File: src/rtl/demux2_16bit_buf_if.sv
`default_nettype none
// ============================================================================
//  Module      : demux2_16bit_buf_if
//  Description : Bundle of the data, handshake and counter signals of the
//                buffered 1-to-2 demultiplexer.
//                  X, sel, in_valid / in_ready   : producer side
//                  A, A_valid / A_ready, A_count : channel A consumer side
//                  B, B_valid / B_ready, B_count : channel B consumer side
//                Modport "slave" is the demultiplexer itself, modport
//                "master" is the environment that feeds it and drains it.
//  Revision    : 1.0 - initial release
// ============================================================================
interface demux2_16bit_buf_if #(
    parameter int WIDTH = 16,
    parameter int CNT_W = 8
);
    // Producer side
    logic [WIDTH-1:0] X;
    logic             sel;
    logic             in_valid;
    logic             in_ready;

    // Channel A
    logic [WIDTH-1:0] A;
    logic             A_valid;
    logic             A_ready;
    logic [CNT_W-1:0] A_count;

    // Channel B
    logic [WIDTH-1:0] B;
    logic             B_valid;
    logic             B_ready;
    logic [CNT_W-1:0] B_count;

    // The demultiplexer
    modport slave (
        input  X,
        input  sel,
        input  in_valid,
        output in_ready,
        output A,
        output A_valid,
        input  A_ready,
        output A_count,
        output B,
        output B_valid,
        input  B_ready,
        output B_count
    );

    // Whoever drives words in and consumes them
    modport master (
        output X,
        output sel,
        output in_valid,
        input  in_ready,
        input  A,
        input  A_valid,
        output A_ready,
        input  A_count,
        input  B,
        input  B_valid,
        output B_ready,
        input  B_count
    );
endinterface : demux2_16bit_buf_if
`default_nettype wire

File: src/rtl/demux2_16bit_buf.sv
`default_nettype none
// ============================================================================
//  Module      : demux2_16bit_buf
//  Description : Buffered 1-to-2 demultiplexer. Each accepted word X is
//                steered to channel A (sel=0) or channel B (sel=1), where it
//                sits in a one-entry holding register until that channel's
//                consumer takes it with a valid/ready handshake. Per-channel
//                delivery counters (modulo 2^CNT_W) are provided for debug.
//  Ports       : clk   - single clock, rising edge
//                rst_n - synchronous active-low reset
//                bus   - demux2_16bit_buf_if.slave (X/sel/in_valid/in_ready,
//                        A/A_valid/A_ready/A_count, B/B_valid/B_ready/B_count)
//  Revision    : 1.0 - initial release
// ============================================================================
module demux2_16bit_buf #(
    parameter int WIDTH = 16,
    parameter int CNT_W = 8
) (
    input  wire logic               clk,
    input  wire logic               rst_n,
    demux2_16bit_buf_if.slave       bus
);

    localparam logic [CNT_W-1:0] c_cnt_one  = {{(CNT_W-1){1'b0}}, 1'b1};
    localparam logic [CNT_W-1:0] c_cnt_zero = '0;
    localparam logic [WIDTH-1:0] c_data_zero = '0;

    // ------------------------------------------------------------------
    // Holding registers and counters
    // ------------------------------------------------------------------
    logic [WIDTH-1:0] r_a_data;
    logic             r_a_valid;
    logic [CNT_W-1:0] r_a_count;

    logic [WIDTH-1:0] r_b_data;
    logic             r_b_valid;
    logic [CNT_W-1:0] r_b_count;

    // ------------------------------------------------------------------
    // Handshake decode
    // ------------------------------------------------------------------
    logic w_a_free;
    logic w_b_free;
    logic w_in_ready;
    logic w_acc;
    logic w_load_a;
    logic w_load_b;
    logic w_deliver_a;
    logic w_deliver_b;

    // A channel can take a new word when it is empty or is being drained
    // this very cycle; only the selected channel gates the producer, so a
    // stalled channel never blocks traffic headed to the other one.
    assign w_a_free   = ~r_a_valid | bus.A_ready;
    assign w_b_free   = ~r_b_valid | bus.B_ready;
    assign w_in_ready = bus.sel ? w_b_free : w_a_free;

    assign w_acc       = bus.in_valid & w_in_ready;
    assign w_load_a    = w_acc & ~bus.sel;
    assign w_load_b    = w_acc &  bus.sel;
    assign w_deliver_a = r_a_valid & bus.A_ready;
    assign w_deliver_b = r_b_valid & bus.B_ready;

    // ------------------------------------------------------------------
    // Channel A
    // ------------------------------------------------------------------
    always_ff @(posedge clk) begin
        if (!rst_n) begin
            r_a_data  <= c_data_zero;
            r_a_valid <= 1'b0;
            r_a_count <= c_cnt_zero;
        end else begin
            // A load wins over a drain: the drained word leaves and the new
            // one takes its place, so valid stays high across the swap.
            if (w_load_a) begin
                r_a_data  <= bus.X;
                r_a_valid <= 1'b1;
            end else if (w_deliver_a) begin
                r_a_valid <= 1'b0;
            end

            if (w_deliver_a) begin
                r_a_count <= r_a_count + c_cnt_one;
            end
        end
    end

    // ------------------------------------------------------------------
    // Channel B
    // ------------------------------------------------------------------
    always_ff @(posedge clk) begin
        if (!rst_n) begin
            r_b_data  <= c_data_zero;
            r_b_valid <= 1'b0;
            r_b_count <= c_cnt_zero;
        end else begin
            if (w_load_b) begin
                r_b_data  <= bus.X;
                r_b_valid <= 1'b1;
            end else if (w_deliver_b) begin
                r_b_valid <= 1'b0;
            end

            if (w_deliver_b) begin
                r_b_count <= r_b_count + c_cnt_one;
            end
        end
    end

    // ------------------------------------------------------------------
    // Outputs
    // ------------------------------------------------------------------
    assign bus.in_ready = w_in_ready;
    assign bus.A        = r_a_data;
    assign bus.A_valid  = r_a_valid;
    assign bus.A_count  = r_a_count;
    assign bus.B        = r_b_data;
    assign bus.B_valid  = r_b_valid;
    assign bus.B_count  = r_b_count;

endmodule : demux2_16bit_buf
`default_nettype wire

File: src/flat_wrapper.sv
// flat-port wrapper written by rule: the top's interface ports become plain ports
module demux2_16bit_buf_flat 
#(
    parameter int WIDTH = 16,
    parameter int CNT_W = 8
)
  (clk, rst_n, bus_X, bus_sel, bus_in_valid, bus_in_ready, bus_A, bus_A_valid, bus_A_ready, bus_A_count, bus_B, bus_B_valid, bus_B_ready, bus_B_count);
  demux2_16bit_buf_if #(.WIDTH(WIDTH), .CNT_W(CNT_W)) bus_i ();
  input  wire logic clk;
  input  wire logic rst_n;
  input wire logic [$bits(bus_i.X)-1:0] bus_X;
  input wire logic [$bits(bus_i.sel)-1:0] bus_sel;
  input wire logic [$bits(bus_i.in_valid)-1:0] bus_in_valid;
  output wire logic [$bits(bus_i.in_ready)-1:0] bus_in_ready;
  output wire logic [$bits(bus_i.A)-1:0] bus_A;
  output wire logic [$bits(bus_i.A_valid)-1:0] bus_A_valid;
  input wire logic [$bits(bus_i.A_ready)-1:0] bus_A_ready;
  output wire logic [$bits(bus_i.A_count)-1:0] bus_A_count;
  output wire logic [$bits(bus_i.B)-1:0] bus_B;
  output wire logic [$bits(bus_i.B_valid)-1:0] bus_B_valid;
  input wire logic [$bits(bus_i.B_ready)-1:0] bus_B_ready;
  output wire logic [$bits(bus_i.B_count)-1:0] bus_B_count;
  assign bus_i.X = bus_X;
  assign bus_i.sel = bus_sel;
  assign bus_i.in_valid = bus_in_valid;
  assign bus_in_ready = bus_i.in_ready;
  assign bus_A = bus_i.A;
  assign bus_A_valid = bus_i.A_valid;
  assign bus_i.A_ready = bus_A_ready;
  assign bus_A_count = bus_i.A_count;
  assign bus_B = bus_i.B;
  assign bus_B_valid = bus_i.B_valid;
  assign bus_i.B_ready = bus_B_ready;
  assign bus_B_count = bus_i.B_count;
  demux2_16bit_buf #(.WIDTH(WIDTH), .CNT_W(CNT_W)) u_core (.clk(clk), .rst_n(rst_n), .bus(bus_i));
endmodule
File: config.mk
export PLATFORM = sky130hd
export DESIGN_NAME = demux2_16bit_buf_flat
export DESIGN_NICKNAME = d
export VERILOG_FILES = /design/src/rtl/demux2_16bit_buf_if.sv /design/src/rtl/demux2_16bit_buf.sv /design/src/flat_wrapper.sv
export SDC_FILE = /design/constraint.sdc
export NUM_CORES = 1
export LEC_CHECK = 0
export ABC_AREA = 1
export BUFFER_PORTS_ARGS = -buffer_cell sky130_fd_sc_hd__buf_2
export CORE_UTILIZATION = 49
export CTS_CLUSTER_SIZE = 8
export DETAILED_ROUTE_END_ITERATION = 8
export PLACE_DENSITY = 0.79
export SLEW_MARGIN = 20
export SYNTH_ARGS = -nofsm -noshare
export SYNTH_HDL_FRONTEND = slang
export SYNTH_SLANG_ARGS = --single-unit
File: constraint.sdc
create_clock -name clk -period 1.2 [get_ports clk]
set_input_delay 0.06 -clock clk [delete_from_list [all_inputs] [get_ports clk]]
set_output_delay 0.06 -clock clk [all_outputs]
set_load 0.01 [all_outputs]
Word-level counts from Yosys, hierarchy flattened
Index checks and enable logic that the tools add are counted.
- flip-flop bits (word level): 50
- bits in latches: 0
- RAM bits: 0
- memory bits (read-only): 0
- input bits: 22
- output and inout port bits: 51
- word-level logic and storage cells: 25
- memories kept: 0
- add/sub/neg operators: 2
- multipliers: 0
- divide/modulo/power cells: 0
- order comparisons: 0
- equal/unequal tests: 0
- shift-type cells: 0
- muxes and demuxes: 5
- bitwise gates (word level): 10
- reductions and logical operators: 2
- operators by type and width (kind ; number):
    $add 8x1->8 const B ; 2
    $and 1x1->1 ; 5
    $mux 1 ; 5
    $reduce_bool 2->1 ; 2
    $not 1->1 ; 3
    $or 1x1->1 ; 2

Depth between registers and ports, before layout
Gate-level depths: netlist of run 1.
- word-level depth: 6
- depth in mapped cells: 7
- gate-level depth less buffers: 7

Least setup slack after synthesis of run 1
No wires, ideal clock.
- path type: flip-flop to flip-flop
- from: register u_core.r_b_count[0] (netlist: u_core.bus.B_count[0])
- to: register u_core.r_b_count[6] (netlist: u_core.bus.B_count[6])
- data arrival time: 1.001 ns
- data required time: 1.090 ns
- setup slack: 0.089 ns
- stages on the path, launching flop included: 7
- buffers on the path: 0
- period minus slack after synthesis: 1.111 ns
- path through: dfxtp_1 -> ha_1 -> inv_1 -> nor3_2 -> nand3_1 -> nand2_1 -> nor2_1
- longest elaborated chain between the ends: 1
- ends and longest elaborated chain (item ; RTL line ; text):
    start, declared ; demux2_16bit_buf.sv:37 ; logic [CNT_W-1:0] r_b_count;
    start signal, assigned ; demux2_16bit_buf.sv:95 ; r_b_count <= c_cnt_zero;
    start signal, assigned ; demux2_16bit_buf.sv:105 ; r_b_count <= r_b_count + c_cnt_one;
    $add 8x1->8 ; demux2_16bit_buf.sv:105 ;
Every way passes these cells.
A chain may end at the register's enable or synchronous reset.

Worst setup path in the final report of run 1
- from: register u_core.r_b_count[1] (netlist: u_core.bus.B_count[1])
- to: register u_core.r_b_count[6] (netlist: u_core.bus.B_count[6])
Same word-level chain as after synthesis.

==> flow_summary.ini, run 1 <==
[run_status]
run_status = complete, no violations

[layout]
drive_gt1_frac = 0.313
diodes = 0
final_cell_mix = nand2_1, buf_2, dfxtp_1
final_cell_area_sq_um = 2610
final_nets = 376
final_cells = 402
post-route-util = 0.648
layout_commonest_cell = nand2_1
synthToLayoutAreaGrowth_pct = 26.8

[clock_network]
root_buffer = clkbuf_8
cts_tree = built
worstSkewPairLatency_ps = 300
cts_sinks = 50
ctsLongestPathBuffers = 2
cts_buffers = 5
path_clk_slew_ps = 80
cts_setup_buffers = 0
cts_max_level = 2

[die]
die_x_microns = 66.8
fp.dieH_microns = 66.8
io_pins = 73
num_rows = 23
dieArea_sq_um = 4460
start_util = 0.511
design.core.area_sq_um = 4030

[power_and_ir_drop]
internal_power_mw = 2.26
power.leakage_nw = 1.30
p_sw_frac = 0.252
power.total_mw = 3.03
combPwrFrac = 0.120
pwr-share-clk = 0.301
p_switching_mw = 0.763
irDropWorstVdd_uv = 856
powerDensity_nw_per_um2 = 1160
power_frac_seq = 0.579

[worst_setup_path]
required_ps = 1400
cp-start-kind = flip-flop
cp.arrival_ps = 1330
end_kind = flip-flop
worstSetupPathType = reg -> reg
worstPathMaxFanout = 4

[sta]
setup_violations = 0
holdWs_ps = 8.39
relSlewSlack = 0.856
rsz0062_at_grt = yes
hold_violations = 0
worst_slack_ps = 69.2
skew_ps = 4.53
slew_viol_final = 0
setup_tns_ps = 0
max_freq_ghz = 0.884
fin_crit_ps = 1130
worstMarginPinSlew_ps = 216
period_share = 0.942

[grt]
grt_pass1_wl_mm = 7.20
grt.total_usage = 0.217
grt_antenna_before_repair = 0
grt_pass1_vias = 1690
grt_overflow = 0
grt_max_degree = 33

[synth]
synth_top_area_share = 0.487
synth_area_leader_cell = dfxtp_1
ys_ff_latch = 50
synth_cells = 273
synth_seq_area_share = 0.487
synth_area_leaders = dfxtp_1, nand2_1, a21oi_1
synth_nets = 297
synth_area_sq_um = 2060
avgSynthCellArea_sq_um = 7.53
yosysWarnings = 0
ys_types = 20

[routing]
totalWireLength_mm = 4.46
drc = 0
routed_via_density = 4.81
postRouteAntennaNets = 0
num_vias = 1934
dr.pass1.iters = 4
drt-initial-drc-count = 71
wire_per_inst_microns = 11.1

[place]
post_dp_cell_area_sq_um = 2480
dp.cells = 392
gp_congestion = 0.746
dp_hpwl_mm = 3.13
port_buffers = 72
pre_cts_ws_ps = 56.3

[run]
maxCapViolCount = 0

[worst_hold_path]
hold_class = in -> reg
area by class of cell:
cell class,count,area [sq um]
fill,380,1420
inverter,32,125
clock inverter,2,10.0
multi-input combinational,182,878
tap,50,62.6
timing repair buffer,81,460
sequential,50,1000
clock buffer,5,68.8
Yosys cell counts:
| cell | instances |
|---|---|
| nand3_1 | 5 |
| a21oi_2 | 10 |
| xnor2_1 | 1 |
| nand2_2 | 4 |
| dfxtp_1 | 50 |
| buf_4 | 1 |
| buf_6 | 1 |
| buf_2 | 6 |
| nand3_4 | 2 |
| buf_12 | 1 |
| ha_1 | 2 |
| a21oi_1 | 28 |
| nand2_1 | 94 |
| nor2_1 | 23 |
| inv_4 | 2 |
| nor3_2 | 1 |
| o21ai_0 | 7 |
| inv_2 | 2 |
| nand4_1 | 5 |
| inv_1 | 28 |
kinds of logic (layout without fill, tap and decap cells):
group	after synthesis	after routing	synth area share
simple gates	134	134	0.275
buf+inv	41	120	0.0943
xor+xnor	1	1	0.00426
fa+ha+maj	2	2	0.0122
compound gates	45	45	0.128
flops	50	50	0.487
path summary, 6_finish.rpt:
path | from | endpoint | slack (ps) | cells after the start
setup reg to reg | u_core.bus.B_count[1]$_SDFFE_PN0P_ | u_core.bus.B_count[6]$_SDFFE_PN0P_ | 70 | 6
hold reg to reg | u_core.bus.A[9]$_SDFFE_PN0P_ | u_core.bus.A[9]$_SDFFE_PN0P_ | 460 | 2
setup / recovery | u_core.bus.B_count[1]$_SDFFE_PN0P_ | u_core.bus.B_count[6]$_SDFFE_PN0P_ | 70 | 6
hold / removal | bus_X[14] | u_core.bus.A[14]$_SDFFE_PN0P_ | 8 | 3
registers in the layout, indices dropped and copies added (netlist names):
register	count
u_core.bus.A	16
u_core.bus.B	16
u_core.bus.A_count	8
u_core.bus.B_count	8
u_core.bus.A_valid	1
u_core.bus.B_valid	1
worst max-delay path, cell delays in order (launching register included):
cell,delay (ps)
dfxtp_1,390
ha_1,160
inv_1,70
nor3_4,210
nand3_1,90
nand2_1,70
nor2_1,40
power groups by stage:
stage	Clock (mW)	Combinational [mW]	Sequential (mW)
after floorplan	0	0.178	1.82
after global placement	0	0.351	1.79
after detailed placement	0	0.358	1.79
after CTS	0.945	0.366	1.75
after global routing	0.999	0.409	1.76
final	0.910	0.363	1.75
per-layer routing:
metal | up-vias | GRT usage | share of wire
li1 | 1005 | - | -
met4 | 0 | 0.0878 | 0.016
met5 | - | 0 | 0
met2 | 54 | 0.365 | 0.47
met1 | 869 | 0.252 | 0.45
met3 | 6 | 0.0685 | 0.063
what timing repair did:
action | CTS | global route
hold buffers | 3 | 0
resized for setup | 0 | 6
setup endpoints to repair | 0 | 8
endpoints found under the hold margin | 3 | 0
Note: power is estimated with default switching activity, not from simulation.
==> run 2, diff against run 1 <==
--- a/config.mk
+++ b/config.mk
@@ -5,12 +5,12 @@
 export SDC_FILE = /design/constraint.sdc
 export NUM_CORES = 1
 export LEC_CHECK = 0
-export ABC_AREA = 1
 export BUFFER_PORTS_ARGS = -buffer_cell sky130_fd_sc_hd__buf_2
-export CORE_UTILIZATION = 49
+export CORE_MARGIN = 8
+export CORE_UTILIZATION = 48
 export CTS_CLUSTER_SIZE = 8
 export DETAILED_ROUTE_END_ITERATION = 8
-export PLACE_DENSITY = 0.79
+export PLACE_DENSITY = 0.78
 export SLEW_MARGIN = 20
 export SYNTH_ARGS = -nofsm -noshare
 export SYNTH_HDL_FRONTEND = slang
==> flow_summary.ini, run 2 <==
[run_status]
run_status = complete, no violations

[synth]
synth_nets = 265
synth-compound-area-share = 0.226
synthFlopType = dfxtp_1
ys_types = 24
ys_ff_latch = 50
synth_area_leaders = dfxtp_1, a21oi_1, nand3_1
synth_seq_area_share = 0.500
synth_area_sq_um = 2000
synth_cells = 241
avgSynthCellArea_sq_um = 8.31
synth_top_area_share = 0.500
synthSimpleGateAreaFrac = 0.197
synth_top_family_by_area = compound AO/OA/AOI/OAI gates
synth-edff-count = 0
ys_top_cells_by_count = dfxtp_1, a21oi_1, nand3_1
synth_area_leader_cell = dfxtp_1
synthAdderAreaFrac = 0.0125
synth.most_common_cell = dfxtp_1
yosysWarnings = 0
synth_mux_area_frac = 0.00500
synth_xor_area_frac = 0.0175
async_flop_share = 0

[sta]
max_freq_ghz = 0.853
relSlewSlack = 0.632
setup_violations = 0
holdWs_ps = 21.6
worstMarginPinSlew_ps = 552
period_share = 0.977
skew_ps = 4.26
hold_violations = 0
fin_crit_ps = 1170
rsz0062_at_grt = yes
slew_viol_final = 0
worst_slack_ps = 27.4

[die]
dieArea_sq_um = 6500
fp.dieH_microns = 80.6
num_rows = 23
design.core.area_sq_um = 4000
die_x_microns = 80.6
io_pins = 73
start_util = 0.501

[layout]
layout_commonest_cell = buf_2
final_nets = 349
drive_gt1_frac = 0.383
synthToLayoutAreaGrowth_pct = 35.4
final_cell_mix = buf_2, a21oi_1, nand3_1
fillers = 352
diodes = 0

[worst_setup_path]
worstPathMaxFanout = 5
required_ps = 1440
worstSetupPathType = reg -> reg
slowest_delay_ps = 490
end_kind = flip-flop
cp-start-kind = flip-flop
path_cells = nand3_4 -> or4_4 -> a21oi_2
cp.arrival_ps = 1410
slowest_stage = or4_4

[place]
dp_hpwl_mm = 4.10
port_buffers = 72
pre_cts_ws_ps = -19.8
gp_congestion = 0.777

[clock_network]
worstSkewPairLatency_ps = 300
cts_max_level = 2
cts_buffers = 5
cts_tree = built
path_clk_slew_ps = 90
ctsLongestPathBuffers = 2
hold_buffers = 0
root_buffer = clkbuf_8
cts_sinks = 50

[grt]
grt_overflow = 0
grt_max_degree = 25
grt_pass1_vias = 1952
grt_antenna_before_repair = 0
grt.total_usage = 0.172
grt_pass1_wl_mm = 9.07

[routing]
totalWireLength_mm = 5.68
drc = 0
postRouteAntennaNets = 0
drt-initial-drc-count = 106
routed_via_density = 5.56
dr.pass1.iters = 7
wire_per_inst_microns = 15.2
num_vias = 2080

[power_and_ir_drop]
powerDensity_nw_per_um2 = 1140
power.leakage_nw = 1.14
irDropWorstVdd_uv = 797

[worst_hold_path]
hold_class = in -> reg

[run]
maxCapViolCount = 0
## run 2: final timing paths
| kind | startpoint | slack, ps | to | cells past startpoint |
|---|---|---|---|---|
| setup / recovery | u_core.bus.A_valid$_SDFFE_PN0P_ | 30 | u_core.bus.A_count[5]$_SDFFE_PN0P_ | 3 |
| hold / removal | bus_X[7] | 20 | u_core.bus.B[7]$_SDFFE_PN0P_ | 3 |
| setup reg to reg | u_core.bus.A_valid$_SDFFE_PN0P_ | 30 | u_core.bus.A_count[5]$_SDFFE_PN0P_ | 3 |
| hold reg to reg | u_core.bus.B_count[7]$_SDFFE_PN0P_ | 470 | u_core.bus.B_count[7]$_SDFFE_PN0P_ | 2 |
## run 2: power by group
part / switching [mW] / internal, mW / total [mW]
Combinational: 0.212 / 0.152 / 0.364
Clock: 0.532 / 0.446 / 0.978
Sequential: 0.0345 / 1.71 / 1.74
## run 2: per-layer routing
layer | part of all wire | vias to the layer above | global-route usage
met5 | 0 | - | 0
li1 | - | 1031 | -
met2 | 0.46 | 66 | 0.273
met4 | 0.011 | 0 | 0.0636
met1 | 0.45 | 976 | 0.217
met3 | 0.070 | 7 | 0.0424
## run 2: worst max-delay path, delay by kind of cell, from the launching register on
family	cells	cell delay (ps)
simple gates	2	580
flops	1	410
compound gates	1	120
## run 2: cell families after synthesis
logic type | after synthesis
XOR/XNOR | 4
adder cells (fa/ha/maj) | 2
AO/OA/AOI/OAI | 87
multiplexers | 1
AND/OR/NAND/NOR | 76
buffers and inverters | 21
flip-flops | 50
## run 2: timing repair
action / CTS / global route
gates resized for setup: 8 / 18
setup endpoints to repair: 8 / 10
pin swaps: 1 / 3
buffers inserted: 0 / 7
## run 2: area by class of cell
type,instances,area [sq um],area share
inverter,4,15.0,0.00554
multi-input combinational,170,980,0.361
tap,50,62.6,0.0231
sequential,50,1030,0.380
timing repair buffer,94,542,0.200
clock buffer,6,82.6,0.0305
## run 2: metrics by stage
step / cell area (sq um) / instances / total power, mW / util / TNS (ps)
finish: 2710 / 374 / 3.08 / 0.678 / 0
global route: 2710 / 374 / 3.24 / 0.678 / -99.2
CTS: 2610 / 367 / 3.10 / 0.652 / -22.2
detailed placement: 2500 / 361 / 2.13 / 0.624 / -19.8
global placement: 2500 / 361 / 2.12 / 0.624 / 0
floorplan: 2020 / 241 / 1.96 / - / 0
